[config.mk]
export PLATFORM = sky130hd
export DESIGN_NAME = wide_add_sequencer
export DESIGN_NICKNAME = d
export VERILOG_FILES = /design/src/rtl/wide_add_sequencer.sv
export SDC_FILE = /design/constraint.sdc
export NUM_CORES = 1
export LEC_CHECK = 0
export ABC_AREA = 0
export CORE_AREA = 2 2 165 167
export CTS_CLUSTER_DIAMETER = 40
export CTS_CLUSTER_SIZE = 12
export DETAILED_ROUTE_END_ITERATION = 10
export DIE_AREA = 0 0 167 169
export DONT_BUFFER_PORTS = 1
export PLACE_DENSITY = 0.94
export SLEW_MARGIN = 0
export SYNTH_ARGS = -nofsm -noshare
export SYNTH_HDL_FRONTEND = slang
export SYNTH_SLANG_ARGS = --single-unit
[constraint.sdc]
create_clock -name clk -period 18.7 [get_ports clk]
set_clock_uncertainty 0.15 [all_clocks]
set_input_delay 2.805 -clock clk [delete_from_list [all_inputs] [get_ports clk]]
set_output_delay 2.805 -clock clk [all_outputs]
set_load 0.01 [all_outputs]
[src/rtl/wide_add_sequencer.sv]
// Sequences W-bit additions through one 32-bit Kogge-Stone adder, one slice per cycle.
// Optional subtract mode is enabled with `define WIDE_ADD_SUB_EN (adds the sub port).

module ks_cell (
    input  logic g_hi,
    input  logic p_hi,
    input  logic g_lo,
    input  logic p_lo,
    output logic g_o,
    output logic p_o
);
    assign g_o = g_hi | (p_hi & g_lo);
    assign p_o = p_hi & p_lo;
endmodule

module n_bit_pg_Kogge_Stone_A #(
    parameter int N = 32
) (
    input  logic [N-1:0] A,
    input  logic [N-1:0] B,
    input  logic         Cin,
    output logic [N-1:0] S,
    output logic         Cout
);
    localparam int ST = $clog2(N);

    logic [ST:0][N-1:0] g;
    logic [ST:0][N-1:0] p;
    logic [N:0]         c;

    assign g[0] = A & B;
    assign p[0] = A ^ B;

    for (genvar s = 0; s < ST; s++) begin : g_stage
        for (genvar i = 0; i < N; i++) begin : g_bit
            if (i >= (1 << s)) begin : g_cell
                ks_cell u_cell (
                    .g_hi (g[s][i]),
                    .p_hi (p[s][i]),
                    .g_lo (g[s][i-(1<<s)]),
                    .p_lo (p[s][i-(1<<s)]),
                    .g_o  (g[s+1][i]),
                    .p_o  (p[s+1][i])
                );
            end else begin : g_pass
                assign g[s+1][i] = g[s][i];
                assign p[s+1][i] = p[s][i];
            end
        end
    end

    // Group (G,P) over bits i..0 folds in Cin to give the carry into bit i+1.
    assign c[0] = Cin;
    for (genvar i = 0; i < N; i++) begin : g_carry
        assign c[i+1] = g[ST][i] | (p[ST][i] & Cin);
    end

    assign S    = p[0] ^ c[N-1:0];
    assign Cout = c[N];
endmodule

module wide_add_sequencer #(
    parameter int W = 128
) (
    input  logic         clk,
    input  logic         rst,
    input  logic         in_valid,
    output logic         in_ready,
    input  logic [W-1:0] a,
    input  logic [W-1:0] b,
    input  logic         cin,
`ifdef WIDE_ADD_SUB_EN
    input  logic         sub,
`endif
    output logic         out_valid,
    input  logic         out_ready,
    output logic [W-1:0] sum,
    output logic         cout
);
    localparam int SLICES = W / 32;
    localparam int KW     = (SLICES > 1) ? $clog2(SLICES) : 1;

    if (W <= 0 || (W % 32) != 0) begin : g_w_check
        $error("wide_add_sequencer: W must be a positive multiple of 32");
    end

    typedef enum logic [1:0] {IDLE, RUN, DONE} state_t;

    state_t                   state_q, state_d;
    logic [KW-1:0]            k_q, k_d;
    logic                     carry_q, carry_d;
    logic                     cout_q, cout_d;
    logic [SLICES-1:0][31:0]  a_q, a_d;
    logic [SLICES-1:0][31:0]  b_q, b_d;
    logic [SLICES-1:0][31:0]  sum_q, sum_d;

    logic [31:0] add_a, add_b, add_s;
    logic        add_co;

    assign add_a = a_q[k_q];
    assign add_b = b_q[k_q];

    n_bit_pg_Kogge_Stone_A #(.N(32)) u_adder (
        .A    (add_a),
        .B    (add_b),
        .Cin  (carry_q),
        .S    (add_s),
        .Cout (add_co)
    );

    always_comb begin
        state_d = state_q;
        k_d     = k_q;
        carry_d = carry_q;
        cout_d  = cout_q;
        a_d     = a_q;
        b_d     = b_q;
        sum_d   = sum_q;
        case (state_q)
            IDLE: begin
                if (in_valid) begin
                    a_d     = a;
                    k_d     = '0;
`ifdef WIDE_ADD_SUB_EN
                    b_d     = sub ? ~b : b;
                    carry_d = sub | cin;
`else
                    b_d     = b;
                    carry_d = cin;
`endif
                    state_d = RUN;
                end
            end
            RUN: begin
                sum_d[k_q] = add_s;
                carry_d    = add_co;
                if (k_q == KW'(SLICES - 1)) begin
                    cout_d  = add_co;
                    state_d = DONE;
                end else begin
                    k_d = k_q + 1'b1;
                end
            end
            DONE: begin
                if (out_ready) state_d = IDLE;
            end
            default: state_d = IDLE;
        endcase
    end

    always_ff @(posedge clk or posedge rst) begin
        if (rst) begin
            state_q <= IDLE;
            k_q     <= '0;
            carry_q <= 1'b0;
            cout_q  <= 1'b0;
            a_q     <= '0;
            b_q     <= '0;
            sum_q   <= '0;
        end else begin
            state_q <= state_d;
            k_q     <= k_d;
            carry_q <= carry_d;
            cout_q  <= cout_d;
            a_q     <= a_d;
            b_q     <= b_d;
            sum_q   <= sum_d;
        end
    end

    // in_ready is the only combinational output; it drops with rst.
    assign in_ready  = (state_q == IDLE) && !rst;
    assign out_valid = (state_q == DONE);
    assign sum       = sum_q;
    assign cout      = cout_q;
endmodule

==> parameters.txt, run 1 <==
Parameter                              Value

STA
  Setup-failing EPs final ... 0
  Hold WS ... 0.351 ns
  Hold violation count in the final report ... 0
  Worst max-slew margin expressed relative to the limit ... 0.190
  Final critical-path share of the clock period ... 0.323
  Transition time at the pin with the least slew margin ... 1.21 ns
  Final Max Slew Viols ... 0
  Final period demand of the worst path ... ~6.0 ns
  RSZ-0062 raised after global routing ... false
  Final setup slack of the worst path ... 12.65 ns
  Post-route setup TNS ... 0 ns
  Maximum clock rate ... 0.165 GHz

Yosys
  Netlist Area Pre-Place ... 17700 um2
  Number of nets in the synthesized netlist ... 1622
  Most frequent cell after synthesis ... sky130_fd_sc_hd__dfrtp_1
  Top cells by area, synth ... sky130_fd_sc_hd__dfrtp_1, sky130_fd_sc_hd__mux2_2, sky130_fd_sc_hd__mux4_2
  EDFF count, synth ... 0
  Register area share after synthesis ... 0.553
  List of most frequent post-synthesis cells ... sky130_fd_sc_hd__dfrtp_1, sky130_fd_sc_hd__mux2_2, sky130_fd_sc_hd__nand2_1
  Most used flip-flop cell after synthesis ... sky130_fd_sc_hd__dfrtp_1
  Area share of the leading cell type in the synthesized netlist ... 0.553
  Yosys Warn Count ... 0
  Share of async-settable or async-resettable flops after synthesis ... 1.00
  Number of distinct standard cells referenced by the synthesized netlist ... 67
  Post-synthesis cell type with the largest combined area ... sky130_fd_sc_hd__dfrtp_1
  Number of instances in the synthesized netlist ... 1324
  Mean cell area of the mapped netlist ... 13.3 um2
  Number of storage elements in the synthesis netlist ... about 400

Detailed routing
  Total Routed Length ... 44.5 mm
  First-pass iteration count of the detailed router ... 7
  Residual antenna-violating net count after detailed routing ... 0
  Post-detailed-route via-to-cell ratio ... 6.62
  Drt drc ... 0
  DRC marker count from the first detailed-route iteration ... 1252
  Number of vias in the routed layout ... 11200
  Detail-routed net length per standard cell ... 26.4 um

Clock tree
  Clock tree from TritonCTS ... done
  Post-CTS repair timing setup buffer count ... 0
  CTS Root Buffer Type ... sky130_fd_sc_hd__clkbuf_16
  Number of H-tree branching levels ... 2
  Later-pin clock latency in the skew report ... 0.55 ns
  Count of clock tree sinks ... 390
  # resized after CTS ... 0
  Maximum root-to-sink buffer count ... 3
  TritonCTS buffer count ... 46
  Count of hold buffers inserted by post-cts repair ... 0
  Worst-path clk slew ... around 0.050 ns

Global route
  Pin count of the biggest net entering global routing ... approximately 180
  Global-route total usage across every layer ... 0.312
  Antenna violations before repair ... 23
  Total gr overflow ... 0
  First-pass GRT wire length ... slightly below 70 mm
  Vias in the first global route ... 11900

Setup path
  Arrival time of data at the critical path endpoint ... 3.09 ns
  Count of buffer and inverter cells on the critical path ... 0
  Cell family with the largest share of critical-path delay ... simple AND/OR/NAND/NOR gates
  Endpoint class of the critical path ... output port
  Data required time of the critical path ... 15.75 ns
  Slowest library cell on the worst path ... sky130_fd_sc_hd__nor3_1
  Worst Path Class, Setup ... in2out
  Crit start category ... input port
  Crit-path cells ... nor3_1
  Delay of the slowest cell on the worst path ... 0.29 ns
  Crit Path Max Fanout ... 2

Cells and area
  Signed area change from the synthesized netlist to the final layout ... 9.67%
  NumNets Final ... 1598
  Share of final-layout standard cells stronger than drive strength 1 ... 0.329
  Fill cell total of the finished layout ... 1534
  Non-Filler Cell Area, Final ... 19400 um2

Placed design
  Placed inst area ... 17800 um2
  Gp weighted congestion ... 0.824
  Placement-stage worst setup slack ... 12.64 ns
  Half-perimeter wire length after placement ... 30.9 mm
  # port buffers ... 0

Floorplanning
  Die span in y ... 169 um
  Die ar. ... 28200 um2
  Effective utilization at floorplan ... 0.666
  Site row count ... 60
  Placeable core area ... between 20000 and 30000 um2
  Number of primary I/O pins ... 392
  Horiz. Die Dim ... 167 um

Hold path
  Kind of path behind the tightest hold check ... reg2reg

Run
  Maximum capacitance violations ... 0

Run status
  Result of the run ... finished clean
-- per-stage QoR --
stage,cells,util
6_report,1686,0.731
5_1_grt,1682,0.730
3_5_place_dp,1593,0.673
4_1_cts,1665,0.729
3_3_place_gp,1593,0.673
2_1_floorplan,1324,-
-- routing by layer --
layer	GRT usage	vias up	part of all wire
met3	0.103	155	0.10
met5	0	-	0.0012
met2	0.508	607	0.49
met1	0.379	5628	0.36
li1	-	4771	-
met4	0.152	8	0.045
-- cell type report --
cell class | count | area, um2 | area share
timing repair buffer | 7 | 65.1 | 0.00336
clock buffer | 56 | 1280 | 0.0661
antenna | 21 | 52.6 | 0.00271
sequential | 390 | 9760 | 0.504
clock inverter | 16 | 200 | 0.0103
multi-input combinational | 841 | 7520 | 0.388
inverter | 14 | 60.1 | 0.00310
tap | 341 | 427 | 0.0220
-- flip-flops by register name, indices dropped and copies added, names as in the netlist --
register,count
sum,128
state_q,2
b_q,128
a_q,128
k_q,2
cout,1
carry_q,1
-- logic make-up after synthesis --
logic type               share of synthesized area
buffers and inverters                       0.0225
XOR/XNOR                                    0.0170
flip-flops                                   0.553
adder cells (fa/ha/maj)                     0.0266
multiplexers                                 0.245
AND/OR/NAND/NOR                             0.0526
AO/OA/AOI/OAI                               0.0838
-- path summary, 6_finish.rpt --
path,start,endpoint,slack (ns),cells past startpoint
worst max-delay path,rst,in_ready,12.65,1
worst min-delay path,a_q[123],a_q[123],0.35,1
worst max register to register,k_q[0],sum[14],13.66,11
worst min register to register,a_q[123],a_q[123],0.35,1
max in group asynchronous,rst,b_q[75],14.69,2
min in group asynchronous,rst,sum[103],2.15,1
-- cells in the final DEF, fill, tap and decap left out, types with 4 or more instances in the layout --
cell type,netlist,layout
sky130_fd_sc_hd__nand3_1,7,7
sky130_fd_sc_hd__o21ai_1,60,60
sky130_fd_sc_hd__dfrtp_1,390,388
sky130_fd_sc_hd__inv_1,14,13
sky130_fd_sc_hd__ha_1,36,36
sky130_fd_sc_hd__xnor2_2,4,4
sky130_fd_sc_hd__inv_8,0,4
sky130_fd_sc_hd__xor2_1,14,14
sky130_fd_sc_hd__diode_2,0,21
sky130_fd_sc_hd__xnor2_1,11,11
sky130_fd_sc_hd__a21o_1,13,13
sky130_fd_sc_hd__mux4_2,64,64
sky130_fd_sc_hd__a211oi_1,5,5
sky130_fd_sc_hd__nor2_1,19,19
sky130_fd_sc_hd__o21ai_0,82,82
sky130_fd_sc_hd__o31ai_1,6,6
sky130_fd_sc_hd__nand2_1,158,154
sky130_fd_sc_hd__nand4_1,7,7
sky130_fd_sc_hd__mux2_2,256,256
sky130_fd_sc_hd__clkbuf_8,0,7
sky130_fd_sc_hd__buf_4,0,6
sky130_fd_sc_hd__clkbuf_16,0,47
sky130_fd_sc_hd__nor3_1,6,6
sky130_fd_sc_hd__nand2_2,0,4
sky130_fd_sc_hd__a21oi_1,30,30
Power of run 1 is left out: the tool's default activity adds up to more than one toggle a clock period on the data nets, which glitch-free logic cannot reach.
==> run 2, diff against run 1 <==
Settings changed: CORE_AREA 2 2 165 167 to 2 2 178 180, DIE_AREA 0 0 167 169 to 0 0 180 182, PLACE_DENSITY 0.94 to 0.87.
Clock period 18.7 ns to 5 ns, I/O delays scaled along.
==> parameters.txt, run 2 (synthesized netlist as in run 1, its figures left out) <==
Parameter                              Value

Cells and area
  Leading cell type in the layout, fill and taps excluded ... sky130_fd_sc_hd__dfrtp_1
  Commonest cells after routing, fill and taps aside ... sky130_fd_sc_hd__dfrtp_1, sky130_fd_sc_hd__mux2_2, sky130_fd_sc_hd__nand2_1
  Area occupied by registers ... 9760 um2
  NumNets Final ... 1607
  Fill cell total of the finished layout ... 2200
  Number of standard cells in the final layout excluding fillers ... 1764
  Share of final-layout standard cells stronger than drive strength 1 ... 0.334
  Area occupied by multi-input gates ... between 7000 and 8000 um2
  Signed area change from the synthesized netlist to the final layout ... 11.4%

Global route
  Vias in the first global route ... 11400
  Total gr overflow ... 0
  Pin count of the biggest net entering global routing ... 189
  Global-route total usage across every layer ... 0.271
  Antenna violations before repair ... 29
  First-pass GRT wire length ... 67.6 mm

Setup path
  Data required time of the critical path ... 5.24 ns
  Arrival time of data at the critical path endpoint ... 4.52 ns
  Crit-path cells ... buf_12 -> mux4_2 -> ha_1 -> a21oi_1 -> o21a_2 -> o31ai_4 -> a31oi_4 -> o221ai_2 -> a311oi_2 -> xor2_1 -> o21ai_1
  Crit start category ... register
  Slowest library cell on the worst path ... sky130_fd_sc_hd__dfrtp_4
  Endpoint class of the critical path ... register
  Crit Path Max Fanout ... 25
  Worst Path Class, Setup ... reg2reg
  Delay of the slowest cell on the worst path ... roughly 0.75 ns

Clock tree
  Count of clock tree sinks ... 390
  Maximum root-to-sink buffer count ... 3
  TritonCTS buffer count ... 48
  Clock tree from TritonCTS ... done
  Number of H-tree branching levels ... 2
  Worst-path clk slew ... 0.05 ns
  Later-pin clock latency in the skew report ... about 0.57 ns
  CTS Root Buffer Type ... sky130_fd_sc_hd__clkbuf_16

STA
  Hold violation count in the final report ... 0
  RSZ-0062 raised after global routing ... false
  Final period demand of the worst path ... between 4 and 5 ns
  Hold WS ... 0.164 ns
  Post-route setup TNS ... 0 ns
  Final setup slack of the worst path ... about 0.72 ns
  Transition time at the pin with the least slew margin ... 1.17 ns
  Final critical-path share of the clock period ... 0.856
  Final Max Slew Viols ... 0
  Worst max-slew margin expressed relative to the limit ... 0.217
  Maximum clock rate ... 0.234 GHz
  Setup-failing EPs final ... 0

Detailed routing
  Post-detailed-route via-to-cell ratio ... 6.19
  Drt drc ... 0
  Detail-routed net length per standard cell ... 25.4 um
  Residual antenna-violating net count after detailed routing ... 0
  Number of vias in the routed layout ... 10900
  First-pass iteration count of the detailed router ... 5
  DRC marker count from the first detailed-route iteration ... 648
  Total Routed Length ... 44.7 mm

Run status
  Result of the run ... finished clean

Floorplanning
  Die ar. ... 32800 um2
  Site row count ... 65
  Number of primary I/O pins ... 392
  Die span in y ... 182 um
  Horiz. Die Dim ... between 150 and 200 um
  Effective utilization at floorplan ... 0.570
  Placeable core area ... 31000 um2

Hold path
  Kind of path behind the tightest hold check ... in2reg

Placed design
  Placement-stage worst setup slack ... ~0.77 ns
  Gp weighted congestion ... 0.893
  Post-Place Cells ... 1660
  Half-perimeter wire length after placement ... 32.0 mm
  # port buffers ... 0

Run
  Maximum capacitance violations ... 0
## run 2: cell types whose count changed in the layout (fill, tap and decap cells not counted), sizes merged
| cell | delta |
|---|---|
| clkinvlp | +1 |
| dlygate4sd3 | +1 |
| inv | +2 |
| buf | +6 |
| bufinv | +3 |
| clkinv | +2 |
| diode | +3 |
| clkbuf | -1 |
## run 2: timing repair
item | 4_1_cts | 5_1_grt
hold buffers | 1 | 0
setup buffers | 0 | 0
hold endpoints to repair | 2 | 0
resized for setup | 0 | 0
## run 2: metal layers
metal | up-vias | part of all wire | track usage
li1 | 4789 | - | -
met1 | 5515 | 0.38 | 0.332
met2 | 482 | 0.48 | 0.420
met3 | 119 | 0.099 | 0.104
met4 | 10 | 0.041 | 0.139
met5 | - | 0.0013 | 0
## run 2: final timing paths
kind / slack (ns) / cells past startpoint / startpoint / endpoint
min in group asynchronous: 0.48 / 2 / rst / a_q[30]
min reg2reg: 0.35 / 1 / b_q[68] / b_q[68]
max reg2reg: 0.72 / 11 / k_q[0] / sum[19]
max: 0.72 / 11 / k_q[0] / sum[19]
max in group asynchronous: 2.99 / 3 / rst / b_q[77]
min: 0.16 / 1 / out_ready / state_q[1]
## run 2: through the flow
stage,cell area (um2),utilization
2_1_floorplan,17700,-
3_3_place_gp,18000,0.582
3_5_place_dp,18000,0.582
4_1_cts,19600,0.633
5_1_grt,19700,0.635
6_report,19700,0.635
## run 2: cell type report
class / instances / area share
Sequential cell: 390 / 0.496
Multi-Input combinational cell: 841 / 0.382
Clock buffer: 55 / 0.0639
Tap cell: 402 / 0.0256
Clock inverter: 24 / 0.0165
Timing Repair Buffer: 14 / 0.00992
Antenna cell: 24 / 0.00305
Inverter: 14 / 0.00286
## run 2: worst max-delay path: cells and delay by family (launching register included)
family	cells	cell delay, ns
buffers and inverters	1	0.28
AOI/OAI and AO/OA	7	1.39
adders and majority gates	1	0.43
muxes	1	0.56
DFF	1	0.75
xor gates and xnor gates	1	0.54
Power of run 2 is left out for the same reason.
==> run 3, diff against run 2 <==
Settings changed: CORE_AREA 2 2 178 180 to 2 2 199 201, DIE_AREA 0 0 180 182 to 0 0 201 203, DONT_BUFFER_PORTS 1 to default.
==> parameters.txt, run 3 (synthesized netlist as in run 1, its figures left out) <==
Parameter                              Value

Floorplanning
  Number of primary I/O pins ... 392
  Effective utilization at floorplan ... 0.459
  Site row count ... 72
  Die span in y ... 203 um
  Placeable core area ... 38500 um2
  Die ar. ... between 40000 and 50000 um2
  Horiz. Die Dim ... 201 um

STA
  Final period demand of the worst path ... slightly above 4 ns
  Hold WS ... 0.325 ns
  Worst max-slew margin expressed relative to the limit ... 0.195
  Post-route setup TNS ... 0 ns
  Transition time at the pin with the least slew margin ... approximately 1.2 ns
  Hold violation count in the final report ... 0
  Final critical-path share of the clock period ... 0.831
  Maximum clock rate ... 0.241 GHz
  Final Max Slew Viols ... 0
  Setup-failing EPs final ... 0
  RSZ-0062 raised after global routing ... false
  Final setup slack of the worst path ... 0.846 ns

Clock tree
  Count of hold buffers inserted by post-cts repair ... 0
  Worst-path clk slew ... about 0.05 ns
  Post-CTS repair timing setup buffer count ... 0
  # resized after CTS ... 0
  Count of clock tree sinks ... 390
  Maximum root-to-sink buffer count ... 3
  Clock tree from TritonCTS ... done
  CTS Root Buffer Type ... sky130_fd_sc_hd__clkbuf_16
  Number of H-tree branching levels ... 2
  TritonCTS buffer count ... 53
  Later-pin clock latency in the skew report ... 0.58 ns

Setup path
  Worst Path Class, Setup ... reg2reg
  Arrival time of data at the critical path endpoint ... approximately 4.4 ns
  Delay of the slowest cell on the worst path ... 0.63 ns
  Crit Path Max Fanout ... 22
  Crit start category ... register
  Setup slack on the worst flop-to-flop path ... 0.85 ns
  Data required time of the critical path ... about 5.3 ns
  Endpoint class of the critical path ... register
  Crit-path cells ... buf_4 -> mux4_2 -> ha_1 -> a21o_2 -> nand4_1 -> a211oi_2 -> nor2_1 -> a21oi_1 -> a21boi_1 -> xor2_1 -> o21ai_1
  Slowest library cell on the worst path ... sky130_fd_sc_hd__dfrtp_4

Hold path
  Kind of path behind the tightest hold check ... reg2reg

Detailed routing
  Drt drc ... 0
  Total Routed Length ... 50.0 mm
  Detail Route met3 WL ... 3.59 mm
  Routed metal-1 wirelength ... 20.5 mm
  Highest signal layer in the routed design ... met5
  Number of vias in the routed layout ... 12600
  Detail-routed net length per standard cell ... between 20 and 25 um
  First-pass iteration count of the detailed router ... 5
  DRC marker count from the first detailed-route iteration ... 622
  Residual antenna-violating net count after detailed routing ... 0
  Post-detailed-route via-to-cell ratio ... roughly 5.5
  Total length of routed met2 wires ... 24.1 mm

Global route
  Pin count of the biggest net entering global routing ... 170
  Vias in the first global route ... between 10000 and 15000
  Global-route total usage across every layer ... 0.246
  First-pass GRT wire length ... 77.2 mm
  Antenna violations before repair ... 7
  Total gr overflow ... 0

Cells and area
  Commonest cells after routing, fill and taps aside ... sky130_fd_sc_hd__clkdlybuf4s50_1, sky130_fd_sc_hd__dfrtp_1, sky130_fd_sc_hd__mux2_2
  Fill cell total of the finished layout ... 2845
  Share of final-layout standard cells stronger than drive strength 1 ... 0.266
  Signed area change from the synthesized netlist to the final layout ... 35.9%
  Leading cell type in the layout, fill and taps excluded ... sky130_fd_sc_hd__clkdlybuf4s50_1
  NumNets Final ... between 2000 and 2500

Placed design
  Placement-stage worst setup slack ... 0.866 ns
  Gp weighted congestion ... 0.885
  Half-perimeter wire length after placement ... 36.6 mm
  # port buffers ... 391

Run
  Maximum capacitance violations ... 0

Run status
  Result of the run ... finished clean
-- run 3: final timing paths --
path / cells past startpoint / endpoint / startpoint
worst max-delay path: 11 / sum[22] / k_q[0]
worst min-delay path: 2 / sum[78] / sum[78]
worst max register to register: 11 / sum[22] / k_q[0]
worst min register to register: 2 / sum[78] / sum[78]
max in group asynchronous: 3 / sum[3] / rst
min in group asynchronous: 3 / a_q[32] / rst
-- run 3: cell type report --
class                           instances  area, um2  area share
Sequential cell                       390       9770       0.407
Inverter                               14       56.3     0.00235
Multi-Input combinational cell        841       7520       0.313
Clock inverter                         30        423      0.0176
Clock buffer                           68       1510      0.0627
Timing Repair Buffer                  404       4060       0.169
Antenna cell                            5       12.5    0.000522
Tap cell                              518        648      0.0270
-- run 3: through the flow --
stage	cells	area, um2	util
2_1_floorplan	1324	17700	-
3_3_place_gp	2167	22100	0.573
3_5_place_dp	2167	22100	0.573
4_1_cts	2265	24000	0.623
5_1_grt	2270	24000	0.624
6_report	2270	24000	0.624
-- run 3: worst max-delay path: cells and delay by family (launching register included) --
| family | cells | cell delay (ns) |
|---|---|---|
| AO/OA/AOI/OAI | 5 | 1.24 |
| flip-flops | 1 | 0.63 |
| adder cells (fa/ha/maj) | 1 | 0.34 |
| multiplexers | 1 | 0.58 |
| XOR/XNOR | 1 | 0.32 |
| buffers and inverters | 1 | 0.44 |
| AND/OR/NAND/NOR | 2 | 0.27 |
-- run 3: per-layer routing --
layer / global-route usage / up-vias
li1: - / 5581
met2: 0.403 / 528
met1: 0.319 / 6335
met3: 0.0557 / 104
met4: 0.0995 / 4
met5: 0 / -
Power of run 3 is left out for the same reason.
